`src/rtl/conv_pass_sched_pkg.sv`:
```
// Shared definitions for the conv pass scheduler: derived geometry helpers and
// the FSM state encoding.
package conv_pass_sched_pkg;

    localparam logic [2:0] ST_IDLE   = 3'd0;
    localparam logic [2:0] ST_CLR    = 3'd1;
    localparam logic [2:0] ST_WLOAD  = 3'd2;
    localparam logic [2:0] ST_STREAM = 3'd3;
    localparam logic [2:0] ST_DRAIN  = 3'd4;
    localparam logic [2:0] ST_NEXT   = 3'd5;
    localparam logic [2:0] ST_DONE   = 3'd6;

    function automatic int calc_ps(input int fm_size, input int padding);
        return fm_size + 2 * padding;
    endfunction

    function automatic int calc_ngrp(input int fm_size, input int num_pe);
        return (fm_size + num_pe - 1) / num_pe;
    endfunction

    function automatic int calc_out_size(input int fm_size, input int padding,
                                         input int kernel_size);
        return fm_size + 2 * padding - kernel_size + 1;
    endfunction

    // Counter width that never collapses to zero bits for a range of one.
    function automatic int width_of(input int n);
        return (n > 1) ? $clog2(n) : 1;
    endfunction

endpackage

```
`src/rtl/conv_pass_addrgen.sv`:
```
// Address generator for the weight ROM and feature-map memory; the weight enable
// is the address issue delayed by the ROM's one-cycle read latency.
module conv_pass_addrgen
    import conv_pass_sched_pkg::*;
#(
    parameter int KERNEL_SIZE = 3,
    parameter int NUM_PE      = 4,
    parameter int PS          = 30,
    parameter int WADDR_W     = 10,
    parameter int FADDR_W     = 16,
    parameter int OC_W        = 3,
    parameter int GRP_W       = 3,
    parameter int WIDX_W      = 4
) (
    input  logic               i_clk,
    input  logic               i_rst,
    input  logic               i_w_issue,
    input  logic               i_fm_active,
    input  logic [OC_W-1:0]    i_oc,
    input  logic [GRP_W-1:0]   i_grp,
    input  logic [WIDX_W-1:0]  i_widx,
    input  logic [FADDR_W-1:0] i_beat,
    output logic [WADDR_W-1:0] o_weight_addr,
    output logic               o_weight_en,
    output logic [FADDR_W-1:0] o_fm_addr
);

    localparam int KK = KERNEL_SIZE * KERNEL_SIZE;

    always_comb begin
        o_weight_addr = '0;
        o_fm_addr     = '0;
        if (i_w_issue) begin
            o_weight_addr = WADDR_W'(i_oc) * WADDR_W'(KK) + WADDR_W'(i_widx);
        end
        if (i_fm_active) begin
            o_fm_addr = FADDR_W'(i_grp) * FADDR_W'(NUM_PE * PS) + i_beat;
        end
    end

    always_ff @(posedge i_clk) begin
        if (i_rst) begin
            o_weight_en <= 1'b0;
        end else begin
            o_weight_en <= i_w_issue;
        end
    end

endmodule

```
`src/rtl/conv_pass_sched.sv`:
```
// Layer pass scheduler: runs one conv_blk through every (output channel, row
// group) pass -- block reset, weight load, padded FM stream, result drain.
module conv_pass_sched
    import conv_pass_sched_pkg::*;
#(
    parameter int KERNEL_SIZE  = 3,
    parameter int FM_SIZE      = 28,
    parameter int PADDING      = 1,
    parameter int NUM_PE       = 4,
    parameter int OUT_FM_CH    = 6,
    parameter int RES_PER_PASS = 28,
    parameter int WADDR_W      = 10,
    parameter int FADDR_W      = 16
) (
    input  logic                                            i_clk,
    input  logic                                            i_rst,
    input  logic                                            i_start,
    input  logic                                            i_fm_valid,
    input  logic                                            i_res_en,
    output logic                                            o_blk_rst,
    output logic [WADDR_W-1:0]                              o_weight_addr,
    output logic                                            o_weight_en,
    output logic                                            o_go,
    output logic [FADDR_W-1:0]                              o_fm_addr,
    output logic [width_of(OUT_FM_CH)-1:0]                  o_oc,
    output logic [width_of(calc_ngrp(FM_SIZE, NUM_PE))-1:0] o_grp,
    output logic                                            o_busy,
    output logic                                            o_done
);

    localparam int PS     = calc_ps(FM_SIZE, PADDING);
    localparam int NGRP   = calc_ngrp(FM_SIZE, NUM_PE);
    localparam int KK     = KERNEL_SIZE * KERNEL_SIZE;
    localparam int OC_W   = width_of(OUT_FM_CH);
    localparam int GRP_W  = width_of(NGRP);
    localparam int WIDX_W = width_of(KK + 1);
    localparam int RES_W  = width_of(RES_PER_PASS + 1);

    logic [2:0]         state;
    logic [OC_W-1:0]    oc;
    logic [GRP_W-1:0]   grp;
    logic [WIDX_W-1:0]  widx;
    logic [FADDR_W-1:0] beat;
    logic [RES_W-1:0]   res_cnt;
    logic [RES_W-1:0]   res_cnt_nxt;
    logic               w_issue;
    logic               fm_active;
    logic               last_beat;
    logic               res_full;
    logic               last_pass;

    // widx runs one past the last weight so WLOAD also covers the final enable beat.
    always_comb begin
        w_issue     = (state == ST_WLOAD) && (widx < WIDX_W'(KK));
        fm_active   = (state == ST_STREAM);
        o_go        = fm_active && i_fm_valid;
        last_beat   = o_go && (beat == FADDR_W'(PS * PS - 1));
        res_cnt_nxt = res_cnt;
        if ((state == ST_STREAM || state == ST_DRAIN) && i_res_en &&
            (res_cnt != RES_W'(RES_PER_PASS))) begin
            res_cnt_nxt = res_cnt + RES_W'(1);
        end
        res_full  = (res_cnt_nxt == RES_W'(RES_PER_PASS));
        last_pass = (grp == GRP_W'(NGRP - 1)) && (oc == OC_W'(OUT_FM_CH - 1));
        o_blk_rst = (state == ST_CLR);
        o_done    = (state == ST_DONE);
        o_busy    = (state != ST_IDLE) && (state != ST_DONE);
        o_oc      = oc;
        o_grp     = grp;
    end

    always_ff @(posedge i_clk) begin
        if (i_rst) begin
            state   <= ST_IDLE;
            oc      <= '0;
            grp     <= '0;
            widx    <= '0;
            beat    <= '0;
            res_cnt <= '0;
        end else begin
            case (state)
                ST_IDLE: begin
                    if (i_start) begin
                        oc    <= '0;
                        grp   <= '0;
                        state <= ST_CLR;
                    end
                end
                ST_CLR: begin
                    widx  <= '0;
                    state <= ST_WLOAD;
                end
                ST_WLOAD: begin
                    if (widx == WIDX_W'(KK)) begin
                        beat    <= '0;
                        res_cnt <= '0;
                        state   <= ST_STREAM;
                    end else begin
                        widx <= widx + WIDX_W'(1);
                    end
                end
                ST_STREAM: begin
                    res_cnt <= res_cnt_nxt;
                    if (o_go) begin
                        beat <= beat + FADDR_W'(1);
                    end
                    if (last_beat) begin
                        state <= res_full ? ST_NEXT : ST_DRAIN;
                    end
                end
                ST_DRAIN: begin
                    res_cnt <= res_cnt_nxt;
                    if (res_full) begin
                        state <= ST_NEXT;
                    end
                end
                ST_NEXT: begin
                    if (last_pass) begin
                        oc    <= '0;
                        grp   <= '0;
                        state <= ST_DONE;
                    end else begin
                        if (grp != GRP_W'(NGRP - 1)) begin
                            grp <= grp + GRP_W'(1);
                        end else begin
                            grp <= '0;
                            oc  <= oc + OC_W'(1);
                        end
                        state <= ST_CLR;
                    end
                end
                ST_DONE: begin
                    state <= ST_IDLE;
                end
                default: begin
                    state <= ST_IDLE;
                end
            endcase
        end
    end

    conv_pass_addrgen #(
        .KERNEL_SIZE (KERNEL_SIZE),
        .NUM_PE      (NUM_PE),
        .PS          (PS),
        .WADDR_W     (WADDR_W),
        .FADDR_W     (FADDR_W),
        .OC_W        (OC_W),
        .GRP_W       (GRP_W),
        .WIDX_W      (WIDX_W)
    ) u_addrgen (
        .i_clk         (i_clk),
        .i_rst         (i_rst),
        .i_w_issue     (w_issue),
        .i_fm_active   (fm_active),
        .i_oc          (oc),
        .i_grp         (grp),
        .i_widx        (widx),
        .i_beat        (beat),
        .o_weight_addr (o_weight_addr),
        .o_weight_en   (o_weight_en),
        .o_fm_addr     (o_fm_addr)
    );

endmodule

```
`config.mk`:
```
export PLATFORM = sky130hd
export DESIGN_NAME = conv_pass_sched
export DESIGN_NICKNAME = d
export VERILOG_FILES = /design/src/rtl/conv_pass_sched_pkg.sv /design/src/rtl/conv_pass_addrgen.sv /design/src/rtl/conv_pass_sched.sv
export SDC_FILE = /design/constraint.sdc
export NUM_CORES = 1
export LEC_CHECK = 0
export CAP_MARGIN = 20
export CORE_MARGIN = 3
export CORE_UTILIZATION = 24
export CTS_BUF_LIST = sky130_fd_sc_hd__clkbuf_2
export DETAILED_ROUTE_END_ITERATION = 8
export DONT_BUFFER_PORTS = 1
export GPL_TIMING_DRIVEN = 0
export PLACE_DENSITY_LB_ADDON = 0.25
export SYNTH_ARGS = -nofsm -noshare
export SYNTH_HDL_FRONTEND = slang
export SYNTH_HIERARCHICAL = 1
export SYNTH_SLANG_ARGS = --single-unit
```
`constraint.sdc`:
```
create_clock -name i_clk -period 4.8 [get_ports i_clk]
set_clock_uncertainty 0.1 [all_clocks]
set_input_delay 0.48 -clock i_clk [delete_from_list [all_inputs] [get_ports i_clk]]
set_output_delay 0.48 -clock i_clk [all_outputs]
set_load 0.005 [all_outputs]
```
# Word level (Yosys, flattened, before mapping)
# Index checks and enable logic that the tools add are counted.
totals:
  output_inout_bits: 37
  register_bits: 35
  word_cells: 83
classes:
  mul: 2
  muxes: 24
  n_reduce_logical: 21
  addsub: 7
  n_eq_ne: 21
  magnitude_cmp: 1
ops:
  columns: ["cell", "count"]
  rows:
  - ["$mux W16", 3]
  - ["$pmux W16 S2", 1]
  - ["$mux W3", 10]
  - ["$pmux W3 S6", 1]
  - ["$add A10 B16 Y16", 1]
  - ["$add A16 B1 Y16 const B", 1]
  - ["$eq A16 B10 Y1 const B", 1]
  - ["$eq A3 B3 Y1 const B", 5]
  - ["$mul A3 B4 Y7 const B", 2]
  - ["$pmux W3 S2", 2]
  - ["$mux W10", 1]
  - ["$mux W5", 2]
  - ["$pmux W5 S2", 1]
  - ["$ne A3 B3 Y1 const B", 3]
  - ["$add A7 B4 Y8", 1]
  - ["$ne A2 B2 Y1 const B", 4]
  - ["$pmux W4 S2", 1]
  - ["$reduce_bool A2 Y1", 4]
  - ["$logic_and A1 B1 Y1", 7]
  - ["$add A3 B1 Y3 const B", 2]
  - ["$eq A3 B2 Y1 const B", 2]
  - ["$reduce_and A2 Y1", 3]
  - ["$reduce_and A3 Y1", 2]
  - ["$add A5 B1 Y5 const B", 1]
  - ["14 further kinds", 15]

# Depth between registers and ports, before layout
# Gate-level depths: netlist of the first run.
logic_depth:
  depth_word: 9
  mapped_depth: 12
  depth_no_buf: 12

# Cells and area by module
# Netlist of the first run, hierarchy kept.
modules_own_cells:
  columns: ["module", "instances", "cells_each", "area_per_inst_um2", "seq_area_each_um2"]
  rows:
  - ["conv_pass_sched", 1, 255, 2045.7, 680.7]
  - ["conv_pass_addrgen", 1, 126, 1012.2, 20.0]

# Least setup slack after synthesis of the first run
# Ideal clock, no wire load.
synth_timing:
  path_type: "register -> output"
  from: "register grp[0] (netlist: o_grp[0])"
  to: "output port o_fm_addr[14]"
  setup_slack_ns: 1.063
  stages_incl_launch_ff: 13
  path_buffers: 0
  arrival_ns: 3.157
  required_ns: 4.220
  path_cell_list: "dfxtp_1 > fa_1 > ha_1 > fa_1 > nor2b_1 > o21ai_0 > nand2b_1 > ha_1 > nor2_1 > nor2_1 > nand2_2 > or4b_1 > nand2_1"
synth_between:
  elab_chain_len: 3
synth_rtl:
  columns: ["element", "line_no", "source"]
  rows:
  - ["start: declaration", "conv_pass_sched.sv:41", "logic [GRP_W-1:0] grp;"]
  - ["start signal: assignment", "conv_pass_sched.sv:124", "grp <= grp + GRP_W'(1);"]
  - ["$mul A3 B4 Y7", "conv_pass_addrgen.sv:37", "o_fm_addr = FADDR_W'(i_grp) * FADDR_W'(NUM_PE * PS) + i_beat;"]
  - ["$add A10 B16 Y16", "conv_pass_addrgen.sv:37", null]
  - ["$mux W16", "conv_pass_addrgen.sv:36", "if (i_fm_active) begin"]
  - ["end: declaration", "conv_pass_sched.sv:24", "output logic [FADDR_W-1:0] o_fm_addr,"]
# No other way between the ends.

# Worst setup path in the final report of the first run
layout_timing:
  from: "register grp[1] (netlist: o_grp[1])"
  to: "output port o_fm_addr[14]"
# The elaborated chain is that of the path after synthesis.

==> results of run 1 <==
sequential cells by signal, indices dropped and copies added (netlist names):
signal,flops
u_addrgen/o_weight_en,1
o_grp,3
res_cnt,5
widx,4
state,3
o_oc,3
beat,16
final timing paths:
kind / from / end / cells after the start
max: o_grp[1] / o_fm_addr[14] / 12
min: i_res_en / res_cnt[1] / 2
max reg2reg: widx[0] / beat[6] / 8
min reg2reg: res_cnt[4] / res_cnt[4] / 2
kinds of logic (layout without fill, tap and decap cells):
logic type / count (synthesis) / after routing / synth area share
fa+ha+maj: 36 / 36 / 0.160
compound gates: 77 / 77 / 0.172
other cells: 1 / 3 / 0.00123
simple gates: 168 / 168 / 0.306
mux: 5 / 5 / 0.0172
buf+inv: 37 / 45 / 0.0516
xor+xnor: 22 / 22 / 0.0630
flops: 35 / 35 / 0.229
final cells by class:
| class | count | area share |
|---|---|---|
| well taps | 168 | 0.0633 |
| inverters | 22 | 0.0249 |
| clock buffers | 5 | 0.00754 |
| repair buffers | 1 | 0.00301 |
| plain buffers | 15 | 0.0226 |
| flip-flops and latches | 35 | 0.211 |
| multi-input cells | 311 | 0.665 |
| clock inverters | 2 | 0.00264 |
repair_timing:
action | in CTS | in global routing
hold buffers | 1 | 0
hold endpoints to repair | 1 | 0
gates resized for setup | 0 | 1
endpoints found under the setup margin | 0 | 1
setup buffers | 0 | 0
power groups by stage:
stage | combinational, mW | clock [mW] | sequential, mW
finish | 0.0344 | 0.137 | 0.295
floorplan | 0.0261 | 0 | 0.300
detailed placement | 0.0340 | 0 | 0.301
global route | 0.0385 | 0.157 | 0.296
global placement | 0.0338 | 0 | 0.301
CTS | 0.0347 | 0.144 | 0.295
critical path, cell delays in order, from the launching register on:
cell and delay (ps):
dfxtp_1 660, fa_1 560, ha_1 250, fa_1 400, nor2b_1 150, o21ai_0 150, nand2b_1 120, ha_1 330
nor2_1 50, nor2_1 150, nand2_2 90, or4b_1 500, nand2_1 100
per-layer routing:
metal,up-vias,routed length [µm],global-route usage
li1,1371,-,-
met4,0,53,0.0217
met5,-,0,0
met2,61,3300,0.169
met3,7,562,0.0323
met1,1214,3520,0.147
metrics by stage:
step                       util  hold WS, ps  worst slack [ps]  cell area, µm²  cells
after detailed placement  0.268          400               716            3280    551
after global routing      0.272          133             0.998            3320    559
after CTS                 0.272          137               220            3320    559
final                     0.272          165               326            3320    559
after global placement    0.268          386               756            3280    551
after floorplan               -          371              1060            3070    383
cells in the final DEF, fill, tap and decap left out, types with 13 or more instances in the layout:
cell type / netlist / final
dfxtp_1: 35 / 34
nor2_1: 31 / 31
nand2_1: 31 / 31
ha_1: 31 / 31
inv_1: 22 / 22
a21oi_1: 22 / 22
and2_1: 18 / 18
o211ai_1: 14 / 14
xnor2_1: 14 / 14
o21ai_0: 13 / 13
==> qor.log, run 1 <==
INFO  status         outcome=completed
INFO  drt            drc_errors=0
INFO  die            design.die.area=14,100µm²
INFO  clocking       cts.clk_slew.worst_paths=190ps
INFO  clocking       numCtsBuffers=5
INFO  placement      globalplace.congestion=0.801
INFO  critical_path  worstSetupStartpointType=register
INFO  die            io_pins=42
INFO  grt            grt_antenna_before_repair=0
INFO  synth          post_synth_inst_count=381
INFO  critical_path  crit_fanout=12
INFO  power_and_ir_drop comb_power_share=0.074
INFO  critical_path  reg2reg_slack=2310ps
INFO  power_and_ir_drop power.switching_fraction=0.278
INFO  drt            totalWireLength=7.44mm
INFO  synth          yosysTopAreaCellShare=0.229
INFO  finish         final_layout_size_suffix_gt1_frac=0.0588
INFO  finish         layout.filler_cells=1,357
INFO  clocking       clockRootBuffer=clkbuf_2
INFO  sta            worst_slew_margin_rel=0.523
INFO  power_and_ir_drop clkPwrFrac=0.293
INFO  die            placementRows=40
INFO  sta            post-route-min-period=4470ps
INFO  sta            max_slew.worst_pin.slew=713ps
INFO  grt            groute.usage.overall=0.108
INFO  grt            grt_overflow=0
INFO  synth          async_flop_share=0
INFO  power_and_ir_drop sequential_cell_fraction_of_total_power=0.633
INFO  drt            initialDrtViolationCount=147
INFO  finish         seqCellArea=702µm²
INFO  job            cap_viol_max_count=0
INFO  sta            clock.fmax=0.224GHz
INFO  synth          synth_enable_flop_cells=0
INFO  grt            maximum_number_of_pins_on_one_net_before_global_route_repair=16
INFO  critical_path  endpoint_kind=primary output
INFO  synth          yosysWarnings=6
INFO  finish         areaGrowthSynthToFinish=8.59%
INFO  power_and_ir_drop power_report.internal_total=0.336mW
INFO  synth          synthDominantAreaCellType=dfxtp_1
INFO  clocking       cts_buffer_depth=2
INFO  drt            first_pass_iters=4
INFO  power_and_ir_drop peakVddDrop=0.0000551V
INFO  synth          netlist_top_cells_count=dfxtp_1, ha_1, nand2_1, nor2_1
INFO  sta            setup_viol=0
INFO  drt            drtAntennaViolNets=0
INFO  drt            wl_per_cell=13.3µm
INFO  synth          synth_seq_area_share=0.229
INFO  power_and_ir_drop power.net_switching=0.130mW
INFO  power_and_ir_drop totalPowerFinal=0.466mW
INFO  finish         fin_nets=432
INFO  synth          synth.distinct_cells=61
INFO  critical_path  critPathRequiredTime=4220ps
INFO  placement      numPortBuffers=0
INFO  power_and_ir_drop leakage=1.40nW
INFO  placement      hpwlAfterDp=5.83mm
INFO  drt            vias=2,653
INFO  hold_path      hold_path.class=in -> reg
INFO  sta            timing.final.hold_violations=0
INFO  die            die_h=119µm
INFO  drt            avgViaCountPerCell=4.75
INFO  sta            tns=0ps
INFO  critical_path  worstPathArrival=3890ps
INFO  die            start_util=0.250
INFO  clocking       tritoncts=done
INFO  finish         multi_input_logic_area=2210µm²
INFO  clocking       clock_tree.htree_level_count=2
INFO  clocking       worstSkewPairLatency=390ps
INFO  sta            grt_setup_unrepaired=no
INFO  grt            grt_first_pass_wirelength=12.8mm
INFO  sta            drv_slew=0
INFO  synth          syn_area_per_cell=8.03µm²
INFO  sta            period_share=0.932
INFO  die            die_width=119µm
INFO  clocking       cts_num_sinks=35
INFO  synth          synth_most_common_cell=dfxtp_1
INFO  synth          synth_flop_cell=dfxtp_1
INFO  power_and_ir_drop power.density_cell_area=140nW/µm²
INFO  grt            grt_pass1_vias=2,557
INFO  synth          syn-cell-area=3060µm²
INFO  die            floorplan.core_area=12,200µm²
INFO  finish         antenna-diode-count=0
INFO  synth          netlist_top_cells_area=dfxtp_1, ha_1, xnor2_1, nand2_1, nor2_1
INFO  synth          yosys_register_bits=35
INFO  critical_path  critical_path_class=reg -> out
Note: power is estimated with default switching activity, not from simulation.
==> run 2, diff against run 1 <==
--- a/config.mk
+++ b/config.mk
@@ -5,12 +5,10 @@
 export SDC_FILE = /design/constraint.sdc
 export NUM_CORES = 1
 export LEC_CHECK = 0
-export CAP_MARGIN = 20
 export CORE_MARGIN = 3
 export CORE_UTILIZATION = 24
 export CTS_BUF_LIST = sky130_fd_sc_hd__clkbuf_2
 export DETAILED_ROUTE_END_ITERATION = 8
-export DONT_BUFFER_PORTS = 1
 export GPL_TIMING_DRIVEN = 0
 export PLACE_DENSITY_LB_ADDON = 0.25
 export SYNTH_ARGS = -nofsm -noshare
==> run 2 against run 1 <==
Net effect: register-to-register slack worse by 100 ps; cell count increased by 7.7%; setup slack got worse by 68 ps; highest routed layer unchanged; critical endpoint unchanged; critical path depth grew 1; worst hold slack gained 250 ps; wire length increased by 3.9%; clock power is 46% higher; combinational power grew 20%; first-iteration DRC count unchanged; total power increased by 15%; via count up 5.9%; die area unchanged.
==> qor.log, run 2 (synthesized netlist as in run 1, its figures left out) <==
INFO  status         outcome=completed
INFO  clocking       cts.clk_slew.worst_paths=220ps [+30 ps]
INFO  finish         largest-register=beat
INFO  hold_path      worst_hold_path.endpoint=res_cnt[4]
INFO  drt            wl_per_cell=12.8µm [-3.5%]
INFO  die            die_width=119µm [unchanged]
INFO  finish         areaGrowthSynthToFinish=24.1%
INFO  critical_path  worstPathArrival=3960ps [+70 ps]
INFO  critical_path  reg2reg_slack=2210ps [-100 ps]
INFO  placement      hpwlAfterDp=5.87mm [+0.68%]
INFO  grt            maximum_number_of_pins_on_one_net_before_global_route_repair=16 [unchanged]
INFO  clocking       cts_num_sinks=35 [unchanged]
INFO  sta            drv_slew=0 [unchanged]
INFO  drt            avgViaCountPerCell=4.67 [-1.7%]
INFO  grt            grt_pass1_vias=2,668 [+4.3%]
INFO  critical_path  endpoint_kind=primary output
INFO  sta            clock.fmax=0.220GHz [-1.5%]
INFO  finish         fin_nets=474 [+9.7%]
INFO  drt            drc_errors=0 [unchanged]
INFO  clocking       clock_tree.htree_level_count=2 [unchanged]
INFO  die            die_h=119µm [unchanged]
INFO  clocking       numCtsBuffers=5 [unchanged]
INFO  critical_path  cp_slowest_stage_delay=510ps [-150 ps]
INFO  critical_path  cp_top_family=adder cells
INFO  grt            grt_overflow=0 [unchanged]
INFO  sta            holdWs=418ps [+253 ps]
INFO  clocking       worstSkewPairLatency=410ps [+20 ps]
INFO  critical_path  reg2regPathDepth=8 [unchanged]
INFO  critical_path  worstSetupStartpointType=register
INFO  grt            grt_first_pass_wirelength=12.9mm [+0.70%]
INFO  critical_path  critical_path.slowest_cell=fa_2
INFO  die            design.die.area=14,100µm² [unchanged]
INFO  power_and_ir_drop power.density_cell_area=141nW/µm² [+0.46%]
INFO  die            start_util=0.250 [unchanged]
INFO  hold_path      min_path_cells=2 [unchanged]
INFO  drt            vias=2,809 [+5.9%]
INFO  drt            drtAntennaViolNets=0 [unchanged]
INFO  placement      numPortBuffers=38 [+38]
INFO  sta            timing.final.hold_violations=0 [unchanged]
INFO  clocking       tritoncts=done
INFO  critical_path  critical_path_class=reg -> out
INFO  placement      globalplace.congestion=0.784 [-2.1%]
INFO  power_and_ir_drop leakage=1.56nW [+12%]
INFO  die            placementRows=40 [unchanged]
INFO  die            io_pins=42 [unchanged]
INFO  drt            first_pass_iters=4 [unchanged]
INFO  clocking       cts_buffer_depth=2 [unchanged]
INFO  critical_path  critPathMostFrequentCell=fa_2
INFO  finish         antenna-diode-count=0 [unchanged]
INFO  critical_path  path_cells=fa_2 -> ha_2 -> fa_2 -> nor2b_1 -> o21ai_0 -> nand2b_1 -> ha_4 -> nor2_1 -> nor2_2 -> nand2_2 -> or4b_1 -> nand2_1 -> clkdlybuf4s50_1
INFO  hold_path      hold_start=res_cnt[4]
INFO  drt            initialDrtViolationCount=147 [unchanged]
INFO  sta            worst_slew_margin_rel=0.517 [-0.00546]
INFO  clocking       clockRootBuffer=clkbuf_2
INFO  critical_path  worstReg2RegEnd=beat[7]
INFO  hold_path      hold_path.class=reg -> reg
INFO  power_and_ir_drop peakVddDrop=0.0000770V [+40%]
INFO  finish         layout_common_cells=clkdlybuf4s50_1, dfxtp_1, nand2_1
INFO  drt            totalWireLength=7.73mm [+3.9%]
INFO  grt            grt_antenna_before_repair=0 [unchanged]
INFO  job            cap_viol_max_count=0 [unchanged]
INFO  sta            post-route-min-period=4540ps [+67.7 ps]
INFO  placement      dp_worst_setup_slack=315ps [-401 ps]
INFO  critical_path  cp_num_buf_inv=1 [+1]
INFO  finish         largest_register_ffs=16 [unchanged]
INFO  finish         mostFrequentLayoutCell=clkdlybuf4s50_1
INFO  sta            fin_ws=258ps [-67.7 ps]
INFO  finish         biggestRegsByFlops=beat (16), res_cnt (5), widx (4)
INFO  sta            max_slew.worst_pin.slew=721ps [+8.15 ps]
INFO  sta            period_share=0.946 [+0.0141]
INFO  sta            setup_viol=0 [unchanged]
INFO  critical_path  critPathRequiredTime=4220ps [about the same]
INFO  finish         final_layout_size_suffix_gt1_frac=0.0853 [+0.0264]
INFO  grt            groute.usage.overall=0.109 [+0.00108]
INFO  die            floorplan.core_area=12,200µm² [unchanged]
INFO  critical_path  crit_fanout=4 [-8]
INFO  critical_path  reg2reg_from=widx[0]
==> run 2: cell types whose count changed in the layout (fill, tap and decap cells not counted), sizes merged <==
cell           before  now
buf                 8   13
bufinv              0    1
clkdlybuf4s50       0   38
dlygate4sd3         1    0
==> run 2: through the flow <==
stage / cells / power (mW) / TNS [ps] / cell area (µm²) / util
detailed placement: 589 / 0.342 / 0 / 3660 / 0.299
finish: 602 / 0.535 / 0 / 3800 / 0.311
global placement: 589 / 0.342 / 0 / 3660 / 0.299
CTS: 597 / 0.543 / 0 / 3730 / 0.306
floorplan: 383 / 0.326 / 0 / 3070 / -
global route: 602 / 0.559 / -1.73 / 3800 / 0.311
==> run 2: cell type report <==
| class | count | area [µm²] |
|---|---|---|
| timing repair buffer | 43 | 418 |
| inverter | 22 | 82.6 |
| tap | 168 | 210 |
| buffer | 15 | 75.1 |
| clock buffer | 5 | 25.0 |
| clock inverter | 3 | 43.8 |
| multi-input combinational | 311 | 2230 |
| sequential | 35 | 712 |
| fill | 1308 | 8420 |
==> run 2: repair_timing <==
action	CTS	global route
resized for setup	5	6
setup endpoints to repair	4	5
pin swaps	0	1
cloned	0	0
hold buffers	0	0
buffers inserted	0	5
==> run 2: routing by layer <==
| metal | GRT usage | routed length [µm] | up-vias |
|---|---|---|---|
| met5 | 0 | 0 | - |
| met4 | 0.0239 | 62 | 0 |
| met3 | 0.0233 | 338 | 8 |
| met2 | 0.180 | 3460 | 57 |
| met1 | 0.146 | 3870 | 1292 |
| li1 | - | - | 1452 |
==> run 2: worst max path at each step <==
stage,startpoint,end,cells after the start
final,o_grp[0],o_fm_addr[14],13
after global routing,o_grp[0],o_fm_addr[14],13
after CTS,o_grp[0],o_fm_addr[14],13
after detailed placement,o_grp[0],o_fm_addr[14],13
after global placement,o_grp[0],o_fm_addr[14],13
after floorplan,o_grp[0],o_fm_addr[14],12
==> run 2: worst min-delay path, delay by kind of cell (launching register included) <==
family           cells  cell delay, ps
AO/OA/AOI/OAI        1              60
flip-flops           1             370
AND/OR/NAND/NOR      1              70
==> run 2: where the power goes <==
group / internal [mW] / switching, mW
sequential: 0.291 / 0.00248
clock: 0.0882 / 0.112
combinational: 0.0174 / 0.0240
